==> src/rtl/router_pkg.sv <==
// Shared router definitions: flit field layout, flit type and allocator state encodings.
// Latency: none (definitions only).
// Backpressure: not applicable.
package router_pkg;

  localparam int FLIT_WIDTH       = 64;
  localparam int MESH_SIZE_X      = 4;
  localparam int MESH_SIZE_Y      = 4;
  localparam int DEST_ADDR_SIZE_X = $clog2(MESH_SIZE_X);
  localparam int DEST_ADDR_SIZE_Y = $clog2(MESH_SIZE_Y);

  // Flit field bit positions, counted from the MSB of a FLIT_WIDTH flit.
  localparam int DEST_X_MSB  = 63;
  localparam int DEST_X_LSB  = 62;
  localparam int DEST_Y_MSB  = 61;
  localparam int DEST_Y_LSB  = 60;
  localparam int TYPE_MSB    = 59;
  localparam int TYPE_LSB    = 58;
  localparam int PAYLOAD_MSB = 57;

  typedef enum logic [1:0] {
    BODY      = 2'b00,
    TAIL      = 2'b01,
    HEAD      = 2'b10,
    HEAD_TAIL = 2'b11
  } flit_type_e;

  typedef enum logic {
    IDLE   = 1'b0,
    LOCKED = 1'b1
  } alloc_state_e;

  function automatic flit_type_e get_flit_type(input logic [FLIT_WIDTH-1:0] flit);
    return flit_type_e'(flit[TYPE_MSB:TYPE_LSB]);
  endfunction

endpackage

==> src/rtl/rr_arbiter.sv <==
// Round-robin picker: first set bit of req scanning upward from ptr with wrap-around.
// Latency: purely combinational, zero cycles; holds no state.
// Backpressure: none; the caller decides whether the pick is consumed.
module rr_arbiter #(
  parameter int NUM_INPUTS = 5,
  parameter int IDX_W      = (NUM_INPUTS > 1) ? $clog2(NUM_INPUTS) : 1
) (
  input  logic [NUM_INPUTS-1:0] req,
  input  logic [IDX_W-1:0]      ptr,
  output logic [NUM_INPUTS-1:0] gnt,
  output logic [IDX_W-1:0]      idx,
  output logic                  any
);

  logic [IDX_W:0] pos;

  // Walk the ring starting at ptr; the first requester found wins.
  always_comb begin
    gnt = '0;
    idx = '0;
    any = 1'b0;
    pos = '0;
    for (int i = 0; i < NUM_INPUTS; i++) begin
      pos = {1'b0, ptr} + (IDX_W+1)'(i);
      if (pos >= (IDX_W+1)'(NUM_INPUTS)) begin
        pos = pos - (IDX_W+1)'(NUM_INPUTS);
      end
      if (!any && req[pos[IDX_W-1:0]]) begin
        any                  = 1'b1;
        gnt[pos[IDX_W-1:0]]  = 1'b1;
        idx                  = pos[IDX_W-1:0];
      end
    end
  end

endmodule

==> src/rtl/output_port_allocator.sv <==
// Wormhole output-port allocator: round-robin pick of an input buffer, locked from head to tail.
// Latency: pop/push/out_flit are combinational (same cycle); grant updates on the next clock.
// Backpressure: down_full or a missing locked request stalls with no strobes; optional
//   stall timeout under OUTPUT_PORT_ALLOCATOR_TIMEOUT_EN releases a stuck lock.
module output_port_allocator #(
  parameter int NUM_INPUTS     = 5,
  parameter int FLIT_WIDTH     = 64,
  parameter int TIMEOUT_CYCLES = 64
) (
  input  logic                             clk,
  input  logic                             rst,
  input  logic [NUM_INPUTS-1:0]            in_req,
  input  logic [NUM_INPUTS*FLIT_WIDTH-1:0] in_flit,
  input  logic                             down_full,
  output logic [NUM_INPUTS-1:0]            in_pop,
  output logic [FLIT_WIDTH-1:0]            out_flit,
  output logic                             out_push,
  output logic [NUM_INPUTS-1:0]            grant,
  output logic                             lock_timeout
);

  import router_pkg::*;

  localparam int IDX_W = (NUM_INPUTS > 1) ? $clog2(NUM_INPUTS) : 1;

  alloc_state_e          state, state_nxt;
  logic [IDX_W-1:0]      rr_ptr, rr_ptr_nxt, lock_idx, lock_idx_nxt;
  logic [IDX_W-1:0]      arb_idx, sel, sel_inc;
  logic [NUM_INPUTS-1:0] arb_gnt, sel_onehot, grant_nxt;
  logic                  arb_any, sel_req, xfer, timeout_fire;
  logic [FLIT_WIDTH-1:0] flit_arr [NUM_INPUTS];
  logic [FLIT_WIDTH-1:0] sel_flit;
  flit_type_e            sel_type;

  for (genvar k = 0; k < NUM_INPUTS; k++) begin : g_unpack
    assign flit_arr[k] = in_flit[k*FLIT_WIDTH +: FLIT_WIDTH];
  end

  rr_arbiter #(
    .NUM_INPUTS (NUM_INPUTS),
    .IDX_W      (IDX_W)
  ) u_rr_arbiter (
    .req (in_req),
    .ptr (rr_ptr),
    .gnt (arb_gnt),
    .idx (arb_idx),
    .any (arb_any)
  );

  // Source select: arbiter winner when idle, the locked owner otherwise (others ignored).
  always_comb begin
    sel        = arb_idx;
    sel_onehot = arb_gnt;
    sel_req    = arb_any;
    if (state == LOCKED) begin
      sel        = lock_idx;
      sel_onehot = grant;
      sel_req    = in_req[lock_idx];
    end
  end

  assign sel_flit = flit_arr[sel];
  assign sel_type = flit_type_e'(sel_flit[TYPE_MSB:TYPE_LSB]);
  assign sel_inc  = (sel == IDX_W'(NUM_INPUTS-1)) ? '0 : sel + IDX_W'(1);
  // rst gates the strobes so a flit cannot be moved during reset.
  assign xfer     = sel_req && !down_full && !rst;
  assign in_pop   = xfer ? sel_onehot : '0;
  assign out_push = xfer;
  assign out_flit = xfer ? sel_flit : '0;

`ifdef OUTPUT_PORT_ALLOCATOR_TIMEOUT_EN
  localparam int STALL_W = $clog2(TIMEOUT_CYCLES+1);
  logic [STALL_W-1:0] stall_cnt;

  // Fires on the TIMEOUT_CYCLES-th consecutive locked stall cycle.
  assign timeout_fire = (state == LOCKED) && !xfer && !rst &&
                        (stall_cnt == STALL_W'(TIMEOUT_CYCLES-1));

  // Count consecutive locked stall cycles; any transfer, idle or release restarts it.
  always_ff @(posedge clk) begin
    if (rst || state != LOCKED || xfer || timeout_fire) begin
      stall_cnt <= '0;
    end else begin
      stall_cnt <= stall_cnt + STALL_W'(1);
    end
  end
`else
  // Without the timeout a lock is held until its tail transfers.
  assign timeout_fire = 1'b0;
`endif

  assign lock_timeout = timeout_fire;

  // Next-state: lock on HEAD, release on TAIL/HEAD_TAIL or timeout, advance rr past the owner.
  always_comb begin
    state_nxt    = state;
    grant_nxt    = grant;
    lock_idx_nxt = lock_idx;
    rr_ptr_nxt   = rr_ptr;
    case (state)
      IDLE: begin
        if (xfer) begin
          if (sel_type == HEAD) begin
            state_nxt    = LOCKED;
            grant_nxt    = sel_onehot;
            lock_idx_nxt = sel;
          end else begin
            // HEAD_TAIL, or a stray BODY/TAIL: single-flit packet, move on.
            rr_ptr_nxt = sel_inc;
          end
        end
      end
      LOCKED: begin
        if ((xfer && (sel_type == TAIL || sel_type == HEAD_TAIL)) || timeout_fire) begin
          state_nxt  = IDLE;
          grant_nxt  = '0;
          rr_ptr_nxt = sel_inc;
        end
      end
      default: begin
        state_nxt = IDLE;
        grant_nxt = '0;
      end
    endcase
  end

  // State register with synchronous reset; reset drops any lock.
  always_ff @(posedge clk) begin
    if (rst) begin
      state    <= IDLE;
      grant    <= '0;
      rr_ptr   <= '0;
      lock_idx <= '0;
    end else begin
      state    <= state_nxt;
      grant    <= grant_nxt;
      rr_ptr   <= rr_ptr_nxt;
      lock_idx <= lock_idx_nxt;
    end
  end

  a_idle_no_body: assert property (@(posedge clk) disable iff (rst)
    (state == IDLE && xfer) |-> !(sel_type inside {BODY, TAIL}));

  a_locked_no_head: assert property (@(posedge clk) disable iff (rst)
    (state == LOCKED && xfer) |-> (sel_type != HEAD));

  a_params: assert property (@(posedge clk) (NUM_INPUTS >= 2) && (TIMEOUT_CYCLES >= 1));

endmodule

==> config.mk <==
export PLATFORM = sky130hd
export DESIGN_NAME = output_port_allocator
export DESIGN_NICKNAME = d
export VERILOG_FILES = /design/src/rtl/router_pkg.sv /design/src/rtl/rr_arbiter.sv /design/src/rtl/output_port_allocator.sv
export SDC_FILE = /design/constraint.sdc
export NUM_CORES = 1
export LEC_CHECK = 0
export CAP_MARGIN = 20
export CORE_AREA = 5 5 153 155
export CTS_BUF_LIST = sky130_fd_sc_hd__clkbuf_8
export DETAILED_ROUTE_END_ITERATION = 7
export DIE_AREA = 0 0 158 160
export GPL_ROUTABILITY_DRIVEN = 0
export SYNTH_ARGS = -nofsm -noshare
export SYNTH_HDL_FRONTEND = slang
export SYNTH_SLANG_ARGS = --single-unit
==> constraint.sdc <==
create_clock -name clk -period 9.3 [get_ports clk]
set_clock_uncertainty 0.05 [all_clocks]
set_input_delay 2.79 -clock clk [delete_from_list [all_inputs] [get_ports clk]]
set_output_delay 2.79 -clock clk [all_outputs]
set_load 0.1 [all_outputs]
==> results of run 1 <==
[what timing repair did]
item | CTS | global route
gates resized for setup | 0 | 18
setup endpoints to repair | 0 | 64
endpoints found under the hold margin | 0 | 0
setup buffers | 0 | 3
[logic make-up (layout without fill, tap and decap cells)]
kind of cell             after synthesis  count (layout)  synth area share (%)
buffers and inverters                107             463                  9.19
AO/OA/AOI/OAI                        170             170                  28.3
XOR/XNOR                               3               3                 0.544
adder cells (fa/ha/maj)               11              11                  3.00
multiplexers                          24              24                  5.59
flip-flops                            12              12                  4.97
AND/OR/NAND/NOR                      537             537                  48.3
other                                  1               6                0.0776
[metal layers]
metal	vias to the layer above	wire, um	GRT usage, %	share of wire [%]
li1	3815	-	-	-
met1	3561	12100	28.9	37
met2	377	16500	41.6	51
met3	51	2560	4.63	7.9
met4	6	1150	6.63	3.5
met5	-	32	0	0.099
[through the flow]
step	setup slack (ns)	hold WS, ns	setup TNS [ns]	utilization (%)
global route	-0.00425	0.451	-0.00425	47.3
floorplan	-0.355	0.412	-0.976	-
finish	0.168	0.425	0	47.3
detailed placement	0.0708	0.418	0	46.4
global placement	0.0724	0.413	0	46.4
CTS	0.0592	0.428	0	46.7
[state kept, by name, summed over array words and instances, names as in the netlist]
name,cells
rr_ptr,3
grant,5
state,1
lock_idx,3
[worst register-to-register path, delay by kind of cell, from the launching register on]
family	cells	cell delay, ns
AO/OA/AOI/OAI	5	1.15
buffers and inverters	5	1.05
AND/OR/NAND/NOR	4	0.96
multiplexers	2	0.81
adder cells (fa/ha/maj)	1	0.76
flip-flops	1	0.73
[layout by cell type (no fill, tap or decap), drive strengths merged, types with 3 or more instances in the layout]
| master | netlist | final |
|---|---|---|
| clkdlybuf4s50 | 0 | 330 |
| nand2 | 270 | 270 |
| nand3 | 133 | 133 |
| buf | 22 | 102 |
| nor2 | 81 | 81 |
| a32oi | 62 | 62 |
| inv | 24 | 24 |
| a21oi | 15 | 15 |
| o21ai | 15 | 15 |
| mux2i | 12 | 12 |
| dfxtp | 12 | 12 |
| a211oi | 12 | 12 |
| mux2 | 11 | 11 |
| ha | 10 | 10 |
| nor3 | 9 | 9 |
| nand2b | 8 | 8 |
| or3 | 7 | 7 |
| o22ai | 7 | 7 |
| a221oi | 6 | 6 |
| diode | 0 | 5 |
| nor4 | 5 | 5 |
| clkbuf | 61 | 5 |
| a21o | 4 | 4 |
| and2 | 4 | 4 |
| nor2b | 4 | 4 |
| o31ai | 4 | 4 |
| a31oi | 4 | 4 |
| or2 | 4 | 4 |
| a22oi | 4 | 4 |
| a211o | 3 | 3 |
| a221o | 3 | 3 |
| nor3b | 3 | 3 |
| xnor2 | 3 | 3 |
| o21a | 3 | 3 |
| and3 | 3 | 3 |
| o32ai | 3 | 3 |
| a31o | 3 | 3 |
[how the worst min path moves through the flow]
stage | from | endpoint | slack [ns] | cells after the start
finish | grant[0] | grant[0] | 0.43 | 2
global route | grant[0] | grant[0] | 0.45 | 2
CTS | grant[0] | grant[0] | 0.43 | 2
detailed placement | grant[0] | grant[0] | 0.42 | 2
global placement | grant[0] | grant[0] | 0.41 | 2
floorplan | lock_idx[2] | lock_idx[2] | 0.41 | 2
[layout make-up]
type                    instances  area, um2  share of cell area, %
inverters                      24       92.6                  0.902
clock buffers                   4       55.1                  0.536
flip-flops and latches         12        240                   2.34
multi-input cells             746       4400                   42.9
repair buffers                435       5110                   49.8
well taps                     280        350                   3.41
diodes                          5       12.5                  0.122
==> qor.yml, run 1 <==
run_status:
  status: "finished, final reports clean"
grt:
  grt_use_total_pct: 23.6
  grt_max_degree: 66
  grt_remaining_overflow: 0
  grt_first_pass_wirelength_um: 46800
  grt_pass1_vias: 7469
  antenna_found_initial: 8
logic_synthesis:
  ys.flop_type: "dfxtp_1"
  synth.net_count: 1204
  synth_area_leaders: "nand2_1 21%, nand3_1 14%, a32oi_1 11%"
  yosys.area.top_type: "nand2_1"
  async_reset_ff_share_pct: 0
  synth_seq_cells: 12
  seq_area_frac_synth_pct: 4.97
  synth_cell_type_count: 76
  synth_cells: 865
  synth_edf_count: 0
  post-synth-top-count-cell: "nand2_1"
  synth.avg_cell_area_um2: 5.59
  post-synth-top-area-fraction_pct: 21.0
  post_synth_instance_area_um2: 4830
  ys_top_cells_by_count: "270 x nand2_1, 133 x nand3_1, 81 x nor2_1"
  yosys_warnings: 0
worst_setup_path:
  crit_start: "in_req[1]"
  crit_chain: "clkdlybuf4s50_1, buf_4, inv_1, a211oi_2, a211oi_2, o31ai_4, nand4b_1, or3_1, a31oi_4, buf_12, nor3_4, clkbuf_16, buf_4, a32oi_2, nor2_2, buf_12"
  critPathCapture: "out_flit[35]"
  criticalPathCategory: "in2out"
  required_ns: 6.46
  worstSetupPathDepth: 16
  cpPeakStageDelay_ns: 0.49
  slowest_stage: "or3_1"
  crit_path_end_kind: "output port"
  cp.buffers_inverters: 7
  r2r_slack_ns: 3.69
  worstPathArrival_ns: 6.29
  crit_family: "buffers and inverters"
  cp-start-kind: "input port"
  r2r_cells: 17
  r2r_start: "rr_ptr[1]"
  cp_max_fo: 32
  rr_endpoint: "rr_ptr[1]"
clock_tree:
  cts_made_buffers: 3
  cts_tree: "yes"
  clock_latency_ns: 0.25
  clk_pin_slew_ns: 0.06
  clockBufferDepth: 2
  clkSinkCount: 12
  root_buffer: "clkbuf_8"
  cts-htree-levels: 1
  cts_hold_buffers: 0
timing:
  hold_viol_final: 0
  setup_viol: 0
  slew_viol_final: 0
  fin_crit_sh_pct: 98.2
  clock.fmax_mhz: 110
  finalCriticalPeriod_ns: 9.13
  max_slew_margin_pct: 29.9
  tightest_slew_ns: 1.05
cells_and_area:
  n_fill_cell: 2134
  stdcell_count: 1506
  fin_area_um2: 10300
  final_net_count: 1561
  drive_gt1_share_pct: 17.0
  area_growth_pct: 112
routing:
  drc: 0
  wirelength_um: 32300
  drtPass1Iterations: 8
  wire_per_inst_um: 21.4
  vias: 7810
  vias_per_cell: 5.19
  ant_nets: 0
  drtIter0Drc: 568
die:
  design.core.area_um2: 21700
  dieWidth_um: 158
  die_h_um: 160
  die_area_um2: 25300
  start_util_pct: 22.3
  io_pins: 404
  rows: 54
flow_run:
  max_cap_violations: 0
placed_design:
  portBuffers: 402
  place_area_um2: 10100
  dp.cells: 1492
  dp_hpwl_um: 25700
min_path:
  hp-class: "reg2reg"
Power of run 1 is not shown: default switching activity piles up to over one toggle a cycle in this logic, so the estimate is an artifact.
==> inputs of run 2 (changes only) <==
CORE_AREA = 2 2 159 161   (was 5 5 153 155)
DIE_AREA = 0 0 161 163   (was 0 0 158 160)
HOLD_SLACK_MARGIN = 0.1   (was not set)
==> qor.yml, run 2 (same netlist as run 1, synthesis figures left out) <==
worst_setup_path:
  criticalPathCategory: "in2out"  # unchanged
  worstPathArrival_ns: 6.05  # was 6.29 ns
  cp.buffers_inverters: 8  # was 7
  crit_chain: "dlymetal6s2s_1, buf_4, inv_1, a211oi_1, a211oi_2, o31ai_4, nand4b_1, o32ai_2, buf_4, a31oi_4, buf_6, nor3_4, buf_4, buf_6, a32oi_1, nor2_2, buf_12"  # was clkdlybuf4s50_1, buf_4, inv_1, a211oi_2, a211oi_2, o31ai_4, nand4b_1, or3_1, a31oi_4, buf_12, nor3_4, clkbuf_16, buf_4, a32oi_2, nor2_2, buf_12
  crit_path_end_kind: "output port"  # unchanged
  cpMostUsedCell: "buf_4"
  required_ns: 6.46  # about the same
  crit_family: "buffers and inverters"  # unchanged
  cp_max_fo: 19  # was 32
  cpPeakStageDelay_ns: 0.37  # was 0.49 ns
  slowest_stage: "a211oi_2"  # was or3_1
  cp-start-kind: "input port"  # unchanged
cells_and_area:
  largest_register_ffs: 5  # unchanged
  utilization_pct: 42.0  # was 47.3%
  drive_gt1_share_pct: 17.4  # was 17.0%
  final_cell_mix: "327 x clkdlybuf4s50_1, 269 x nand2_1, 133 x nand3_1"  # was 330 x clkdlybuf4s50_1, 269 x nand2_1, 132 x nand3_1
  layout_commonest_cell: "clkdlybuf4s50_1"  # unchanged
  regMostFlops: "grant"  # unchanged
  area_growth_pct: 114  # was 112%
  final_net_count: 1570  # was 1561
  reg_top3: "grant: 5 flops, lock_idx: 3 flops, rr_ptr: 3 flops"  # unchanged
timing:
  tightest_slew_ns: 0.973  # was 1.05 ns
  hold_viol_final: 0  # unchanged
  setup_viol: 0  # unchanged
  max_slew_margin_pct: 34.9  # was 29.9%
  fin_setup_tns_ns: 0  # unchanged
  rsz0062_at_grt: "false"
  fin_crit_sh_pct: 95.5  # was 98.2%
  slew_viol_final: 0  # unchanged
  clock.fmax_mhz: 113  # was 110 MHz
  finalCriticalPeriod_ns: 8.89  # was 9.13 ns
clock_tree:
  clock_latency_ns: 0.25  # about the same
  clkSinkCount: 12  # unchanged
  clk_pin_slew_ns: 0.06  # about the same
  cts_tree: "yes"  # unchanged
  cts_made_buffers: 3  # unchanged
  clockBufferDepth: 2  # unchanged
  cts-htree-levels: 1  # unchanged
  cts_hold_buffers: 0  # unchanged
  root_buffer: "clkbuf_8"  # unchanged
routing:
  wirelength_um: 30600  # was 32300 um
  drc: 0  # unchanged
  vias: 7908  # was 7810
  drtIter0Drc: 681  # was 568
  vias_per_cell: 5.06  # was 5.19
  wire_per_inst_um: 19.6  # was 21.4 um
  ant_nets: 0  # unchanged
  drtPass1Iterations: 6  # was 8
placed_design:
  dp_hpwl_um: 24100  # was 25700 um
  portBuffers: 402  # unchanged
flow_run:
  max_cap_violations: 0  # unchanged
grt:
  grt_use_total_pct: 21.3  # was 23.6%
  grt_max_degree: 74  # was 66
  antenna_found_initial: 7  # was 8
  grt_first_pass_wirelength_um: 44200  # was 46800 um
  grt_remaining_overflow: 0  # unchanged
  use_met3_pct: 3.72  # was 4.63%
  grt_pass1_vias: 7425  # was 7469
  use_met1_pct: 27.1  # was 28.9%
  busiest_layer: "met2"  # unchanged
  met2_usage_pct: 37.0  # was 41.6%
die:
  dieWidth_um: 161  # was 158 um
  die_h_um: 163  # was 160 um
  io_pins: 404  # unchanged
  die_area_um2: 26200  # was 25300 um2
  rows: 58  # was 54
  design.core.area_um2: 24700  # was 21700 um2
  start_util_pct: 19.6  # was 22.3%
run_status:
  status: "finished, final reports clean"  # unchanged
min_path:
  hp-class: "reg2reg"  # unchanged
[run 2: cell count changes in the layout (fill, tap and decap cells not counted), moves of 2 or more]
cell	previous run	this run
dlymetal6s2s_1	2	5
buf_4	19	31
a211oi_2	6	4
buf_12	78	74
diode_2	5	3
a211oi_1	6	8
clkdlybuf4s50_1	330	327
[run 2: worst register-to-register path, stage by stage, from the launching register on]
cell and delay [ns]:
dfxtp_1 0.76, inv_1 0.34, ha_1 0.75, inv_1 0.26, o211a_1 0.17, o21ai_0 0.42
a22o_2 0.31, nand3_1 0.12, a311o_1 0.34, a31o_4 0.30, mux2_4 0.32, and3_4 0.18
or3_1 0.37, buf_4 0.18, a22oi_4 0.25, mux2_1 0.34
[run 2: worst paths after layout]
path | start | endpoint | slack [ns] | cells past startpoint
setup / recovery | in_req[1] | out_flit[27] | 0.41 | 17
hold / removal | grant[2] | grant[2] | 0.43 | 2
setup reg to reg | rr_ptr[1] | rr_ptr[1] | 3.71 | 15
hold reg to reg | grant[2] | grant[2] | 0.43 | 2
[run 2: through the flow]
step	hold WS (ns)	setup WS (ns)	std cells	area (um2)
global placement	0.417	0.0778	1549	10100
CTS	0.432	0.0291	1553	10200
global route	0.459	0.272	1561	10400
detailed placement	0.422	0.0434	1549	10100
floorplan	0.412	-0.355	865	4990
finish	0.432	0.414	1563	10400
[run 2: layout make-up]
type | count | area (um2)
Tap cell | 330 | 413
Antenna cell | 3 | 7.51
Clock buffer | 4 | 55.1
Inverter | 24 | 92.6
Fill cell | 2592 | 14300
Multi-Input combinational cell | 746 | 4380
Timing Repair Buffer | 444 | 5170
Sequential cell | 12 | 240
[run 2: routing by layer]
metal	up-vias	wire, um
met1	3644	12500
met2	376	15000
li1	3824	-
met3	58	2040
met5	-	38
met4	6	952
[run 2: timing repair]
action	CTS	global route
endpoints found under the setup margin	0	64
gates resized for setup	0	19
buffers inserted	0	5
Power of run 2 is left out for the same reason.
